===== config.mk =====
export PLATFORM = sky130hd
export DESIGN_NAME = cpc_ram_cfg_port
export DESIGN_NICKNAME = d
export VERILOG_FILES = /design/src/rtl/cpc_ram_cfg_port.sv
export SDC_FILE = /design/constraint.sdc
export NUM_CORES = 1
export LEC_CHECK = 0
export ABC_AREA = 0
export CAP_MARGIN = 20
export CORE_MARGIN = 2
export CORE_UTILIZATION = 48
export CTS_CLUSTER_DIAMETER = 120
export CTS_CLUSTER_SIZE = 28
export DETAILED_ROUTE_END_ITERATION = 10
export HOLD_SLACK_MARGIN = 0.06
export MAX_ROUTING_LAYER = met4
export PLACE_DENSITY = 0.78
export SYNTH_ARGS = -nofsm -noshare
export SYNTH_HDL_FRONTEND = slang
export SYNTH_SLANG_ARGS = --single-unit

===== constraint.sdc =====
create_clock -name clk -period 2.03 [get_ports clk]
set_clock_uncertainty 0.2 [all_clocks]
set_input_delay 0.406 -clock clk [delete_from_list [all_inputs] [get_ports clk]]
set_output_delay 0.406 -clock clk [all_outputs]
set_load 0.02 [all_outputs]

===== src/rtl/cpc_ram_cfg_port.sv =====
// cpc_ram_cfg_port
// Upstream configuration stage of the 512K RAM expansion CPLD. Qualifies Z80
// IO writes to 0x7Fxx/0x7Exx carrying data 0b11cccbbb, holds the bank
// register, and latches the DIP configuration bits from ramadrhi[4:3] once
// after reset. ramadrhi drive is held off until those pins have been sampled.
//
// Ports
//   clk        CPC 4 MHz clock, all state on posedge
//   reset_b    asynchronous active-low reset
//   iorq_b     Z80 IORQ (active low)
//   wr_b       Z80 WR (active low)
//   m1_b       Z80 M1 (active low; low with IORQ is an int-ack)
//   adr15      address bit 15 (0 = gate-array/RAM port range)
//   adr8       address bit 8 (1 = 0x7Fxx, 0 = 0x7Exx)
//   data       Z80 data bus
//   dip_pin    ramadrhi[4:3] pin inputs, read as DIP switches while undriven
//   shadow_en  static shadow-mode enable
//   ramblock   {ccc,bbb} bank/scheme register, shadow-aliased
//   mode3      bbb == 3'b011 at the last capture
//   cardsel    last capture addressed this card's port
//   dip_lat    {shadow bank hi, low512kb (0x7Exx) mode}, latched after reset
//   adrhi_oe   ramadrhi outputs may be driven
//   cfg_wr     one-cycle pulse in the cycle after the register updates
//
// Sequencer states
//   S_RST_HOLD | waiting for synchronised reset release + stretch, outputs undriven
//   S_RUN      | DIP bits latched, ramadrhi drive enabled, capture FSM active
// Capture states
//   C_IDLE     | no qualified write in progress
//   C_FILT     | qualified write seen, counting consecutive samples
//   C_CAPT     | register update cycle
//   C_WAIT     | update done, waiting for IORQ to go high

module cpc_ram_cfg_port #(
  parameter int RST_STRETCH = 2,
  parameter int FILT_LEN    = 2
) (
  input  logic       clk,
  input  logic       reset_b,
  input  logic       iorq_b,
  input  logic       wr_b,
  input  logic       m1_b,
  input  logic       adr15,
  input  logic       adr8,
  input  logic [7:0] data,
  input  logic [1:0] dip_pin,
  input  logic       shadow_en,
  output logic [5:0] ramblock,
  output logic       mode3,
  output logic       cardsel,
  output logic [1:0] dip_lat,
  output logic       adrhi_oe,
  output logic       cfg_wr
);

  typedef enum logic {S_RST_HOLD, S_RUN} seq_t;
  typedef enum logic [1:0] {C_IDLE, C_FILT, C_CAPT, C_WAIT} cap_t;

  seq_t       seq_state, seq_next;
  cap_t       cap_state, cap_next;
  logic       rs_meta, rs_q;
  logic [7:0] cnt, cnt_next;
  logic [2:0] fcnt, fcnt_next, fcnt_inc;
  logic [5:0] ramblock_next;
  logic       mode3_next, cardsel_next, adrhi_oe_next, cfg_wr_next;
  logic [1:0] dip_lat_next;
  logic       q;
  logic       alias_hit;

  // Release of reset is synchronised; assertion clears everything at once.
  always_ff @(posedge clk or negedge reset_b) begin
    if (!reset_b) begin
      rs_meta <= 1'b0;
      rs_q    <= 1'b0;
    end else begin
      rs_meta <= 1'b1;
      rs_q    <= rs_meta;
    end
  end

  assign q         = !iorq_b && !wr_b && m1_b && !adr15 && data[7] && data[6];
  assign fcnt_inc  = fcnt + 3'd1;
  // ccc equal to the shadow bank selected by DIP aliases down by clearing ccc[0].
  assign alias_hit = shadow_en && (data[5:3] == {dip_lat[1], 2'b11});

  always_comb begin
    seq_next      = seq_state;
    cap_next      = cap_state;
    cnt_next      = cnt;
    fcnt_next     = fcnt;
    dip_lat_next  = dip_lat;
    adrhi_oe_next = adrhi_oe;
    ramblock_next = ramblock;
    mode3_next    = mode3;
    cardsel_next  = cardsel;
    cfg_wr_next   = 1'b0;
    case (seq_state)
      S_RST_HOLD: begin
        if (rs_q) begin
          cnt_next = cnt + 8'd1;
          if (cnt == 8'(RST_STRETCH - 1)) begin
            seq_next      = S_RUN;
            dip_lat_next  = dip_pin;
            adrhi_oe_next = 1'b1;
          end
        end
      end
      S_RUN: begin
        case (cap_state)
          C_IDLE: begin
            if (q) begin
              fcnt_next = 3'd1;
              cap_next  = (FILT_LEN == 1) ? C_CAPT : C_FILT;
            end
          end
          C_FILT: begin
            if (!q) begin
              cap_next = C_IDLE;
            end else begin
              fcnt_next = fcnt_inc;
              if (fcnt_inc == 3'(FILT_LEN)) cap_next = C_CAPT;
            end
          end
          C_CAPT: begin
            ramblock_next = alias_hit ? {data[5:4], 1'b0, data[2:0]} : data[5:0];
            mode3_next    = (data[2:0] == 3'b011);
            cardsel_next  = dip_lat[0] ? !adr8 : adr8;
            cfg_wr_next   = 1'b1;
            cap_next      = C_WAIT;
          end
          C_WAIT: begin
            if (iorq_b) cap_next = C_IDLE;
          end
          default: cap_next = C_IDLE;
        endcase
      end
      default: seq_next = S_RST_HOLD;
    endcase
  end

  always_ff @(posedge clk or negedge reset_b) begin
    if (!reset_b) begin
      seq_state <= S_RST_HOLD;
      cap_state <= C_IDLE;
      cnt       <= 8'd0;
      fcnt      <= 3'd0;
      dip_lat   <= 2'b00;
      adrhi_oe  <= 1'b0;
      ramblock  <= 6'd0;
      mode3     <= 1'b0;
      cardsel   <= 1'b0;
      cfg_wr    <= 1'b0;
    end else begin
      seq_state <= seq_next;
      cap_state <= cap_next;
      cnt       <= cnt_next;
      fcnt      <= fcnt_next;
      dip_lat   <= dip_lat_next;
      adrhi_oe  <= adrhi_oe_next;
      ramblock  <= ramblock_next;
      mode3     <= mode3_next;
      cardsel   <= cardsel_next;
      cfg_wr    <= cfg_wr_next;
    end
  end

endmodule


==> results of run 1 <==
-- power groups by stage --
| stage | Combinational (mW) | Clock (mW) | Sequential (mW) |
|---|---|---|---|
| final | 0.585 | 0.355 | 0.832 |
| after global routing | 0.648 | 0.389 | 0.860 |
| after CTS | 0.595 | 0.365 | 0.835 |
| after detailed placement | 0.596 | 0 | 0.848 |
| after global placement | 0.573 | 0 | 0.839 |
| after floorplan | 0.217 | 0 | 0.932 |
-- layout make-up --
class | count | area [µm²]
sequential | 28 | 701
clock buffer | 3 | 22.5
multi-input combinational | 78 | 504
inverter | 4 | 15.0
fill | 199 | 837
timing repair buffer | 31 | 308
tap | 30 | 37.5
clock inverter | 1 | 30.0
-- layout by cell type (no fill, tap or decap), drive strengths merged, types with 4 or more instances in the layout --
cell	count
nor2	4
ha	4
o21ai	6
mux2	4
nand3	4
clkdlybuf4s50	28
nand2	22
xnor2	8
inv	4
dfrtp	28
-- how the worst max path moves through the flow --
stage / slack (ps) / end / from / cells after the start
floorplan: 310 / fcnt[0]$_DFFE_PN0P_ / iorq_b / 4
global placement: -180 / fcnt[0]$_DFFE_PN0P_ / iorq_b / 5
detailed placement: -280 / fcnt[0]$_DFFE_PN0P_ / iorq_b / 5
CTS: 50 / dip_lat[1] / dip_lat[1]$_DFFE_PN0P_ / 1
global route: 7 / dip_lat[0] / dip_lat[0]$_DFFE_PN0P_ / 1
finish: 70 / dip_lat[0] / dip_lat[0]$_DFFE_PN0P_ / 1
-- state kept, by name, indices dropped and copies added, names as in the netlist, named ones only --
register and count:
fcnt 3, seq_state 1, rs_q 1, cardsel 1, cnt 8, ramblock 6
dip_lat 2, adrhi_oe 1, mode3 1, rs_meta 1, cfg_wr 1, cap_state 1
-- what timing repair did --
item / in CTS / in global routing
resized for setup: 0 / 1
endpoints found under the setup margin: 0 / 1
buffers inserted: 0 / 0
-- logic make-up (layout without fill, tap and decap cells) --
family | after synthesis | after routing | share of synthesized area, %
adders and majority gates | 4 | 4 | 4.06
DFF | 28 | 28 | 56.9
buffers and inverters | 7 | 39 | 2.23
other | 1 | 1 | 0.304
and+or+nand+nor | 47 | 47 | 19.9
AOI/OAI and AO/OA | 12 | 12 | 5.89
xor gates and xnor gates | 10 | 10 | 7.11
muxes | 4 | 4 | 3.65
-- stage by stage --
step           hold slack [ps]  cells
2_1_floorplan            -89.6    113
3_3_place_gp               135    171
3_5_place_dp               148    171
4_1_cts                    181    175
5_1_grt                    196    175
6_report                   175    175
-- metal layers --
| metal | wire length [µm] | track usage, % | up-vias | part of all wire [%] |
|---|---|---|---|---|
| li1 | - | - | 445 | - |
| met1 | 953 | 21.3 | 437 | 43 |
| met2 | 1170 | 30.4 | 18 | 52 |
| met3 | 103 | 5.19 | 2 | 4.6 |
| met4 | 15 | 3.75 | 0 | 0.67 |
| met5 | 0 | - | - | 0 |
-- worst reg2reg max path: stages, from the launching register on --
cell     delay, ps
dfrtp_1        440
nor4_1         340
nand4_1        170
nor2_1         220
mux2_2         360
==> impl_metrics.tcl, run 1 <==
set metrics [dict create \
    drc 0 \
    utilization_pct 65.9 \
    reg2reg_slack_ps 200 \
    worstSetupPathType "flip-flop to primary output" \
    rows 18 \
    synth-async-reset-ratio_pct 100 \
    path_buf_inv 1 \
    cellInternalPower_mw 1.22 \
    setup_slack_ps 66.6 \
    start_kind "flip-flop" \
    clockRootBuffer "clkbuf_4" \
    gp_congestion 0.687 \
    maxCapViolations 0 \
    power_density_nw_per_um2 1100 \
    seq_area_frac_synth_pct 56.9 \
    start_util_pct 50.2 \
    arrival_ps 1360 \
    pwr-share-comb_pct 33.0 \
    crit_required_ps 1420 \
    crit_chain "clkdlybuf4s50_1" \
    hold_path_class "flip-flop to flip-flop" \
    synth.top_cell.area_share_pct 56.9 \
    hpwl_um 1770 \
    syn_area_um2 1230 \
    hold_depth 0 \
    clock_sinks 28 \
    crit_family "buffers and inverters" \
    grt_max_degree 29 \
    num_vias 902 \
    setup_viol 0 \
    dr.pass1.iters 2 \
    clock_latency_ps 330 \
    ys_warn_count 0 \
    period_share_pct 96.7 \
    cts_made_buffers 3 \
    detail_route.iter0.violations 4 \
    pre_cts_ws_ps -279 \
    hold_buffers 0 \
    reg2reg_depth 4 \
    worstHoldEndpoint "rs_q$_DFF_PN0_" \
    slowest_stage "clkdlybuf4s50_1" \
    synth_nets 135 \
    grt_pass1_vias 814 \
    synthFlopType "dfrtp_1" \
    synth_area_leaders "dfrtp_1 57%, nand2_1 6.7%, xnor2_1 5.7%" \
    rsz0062_at_grt "no" \
    syn2layout_area_growth_pct 31.3 \
    die_height_um 54.7 \
    grt_pass1_wl_um 3620 \
    p_switching_mw 0.551 \
    die_area_um2 2990 \
    port-buffer-count 29 \
    cts_tree "built" \
    overflow 0 \
    ant_nets 0 \
    status "finished clean" \
    cts_buffer_depth 2 \
    core_um2 2450 \
    fin_setup_tns_ps 0 \
    worstHoldStart "rs_meta$_DFF_PN0_" \
    pwr-share-seq_pct 47.0 \
    r2r_end "dip_lat[1]$_DFFE_PN0P_" \
    synth_top_cell_by_area "dfrtp_1" \
    cts.clk_slew.worst_paths_ps 140 \
    wire_per_inst_um 12.8 \
    reg2reg_from "cnt[5]$_DFFE_PN0P_" \
    fmax_ghz 0.509 \
    die_w_um 54.7 \
    power_frac_clock_pct 20.0 \
    max_stage_delay_ps 620 \
    cp-end-kind "primary output" \
    io_pins 30 \
    synth_edf_count 0 \
    cp_max_fo 3 \
    synth-seq-cells 28 \
    postSynthAreaPerCell_um2 10.9 \
    track_usage_pct 18.0 \
    hold_violations 0 \
    stdcell_area_um2 1620 \
    final.min_clock_period_ps 1960 \
    drive_gt1_share_pct 8.97 \
    antenna_found_initial 0 \
    htreeDepth 1 \
    nets 168 \
    ir_worst_vdd_v 0.000800 \
    ys_types 27 \
    p_leak_nw 0.727 \
    placed_area_um2 1560 \
    synthTopCellsByCount "28 x dfrtp_1, 22 x nand2_1, 8 x xnor2_1" \
    antenna_cells 0 \
    vias_per_cell 5.15 \
    netSwitchingFraction_pct 31.1 \
    synthCells 113 \
    slew_viol_final 0 \
    synth.most_common_cell "dfrtp_1" \
    p_total_mw 1.77 \
    drt_wl_total_um 2240 \
]
(Power assumes the default switching activity.)
==> inputs of run 2 (changes only) <==
Settings changed: HOLD_SLACK_MARGIN 0.06 to 0.05.
==> results of run 2 <==
Same layout as run 1: the final DEF is identical, and so are final timing and power.
==> inputs of run 3 (changes only) <==
Settings changed: HOLD_SLACK_MARGIN 0.05 to 0.08.
==> results of run 3 <==
Same layout as run 1: the final DEF is identical, and so are final timing and power.
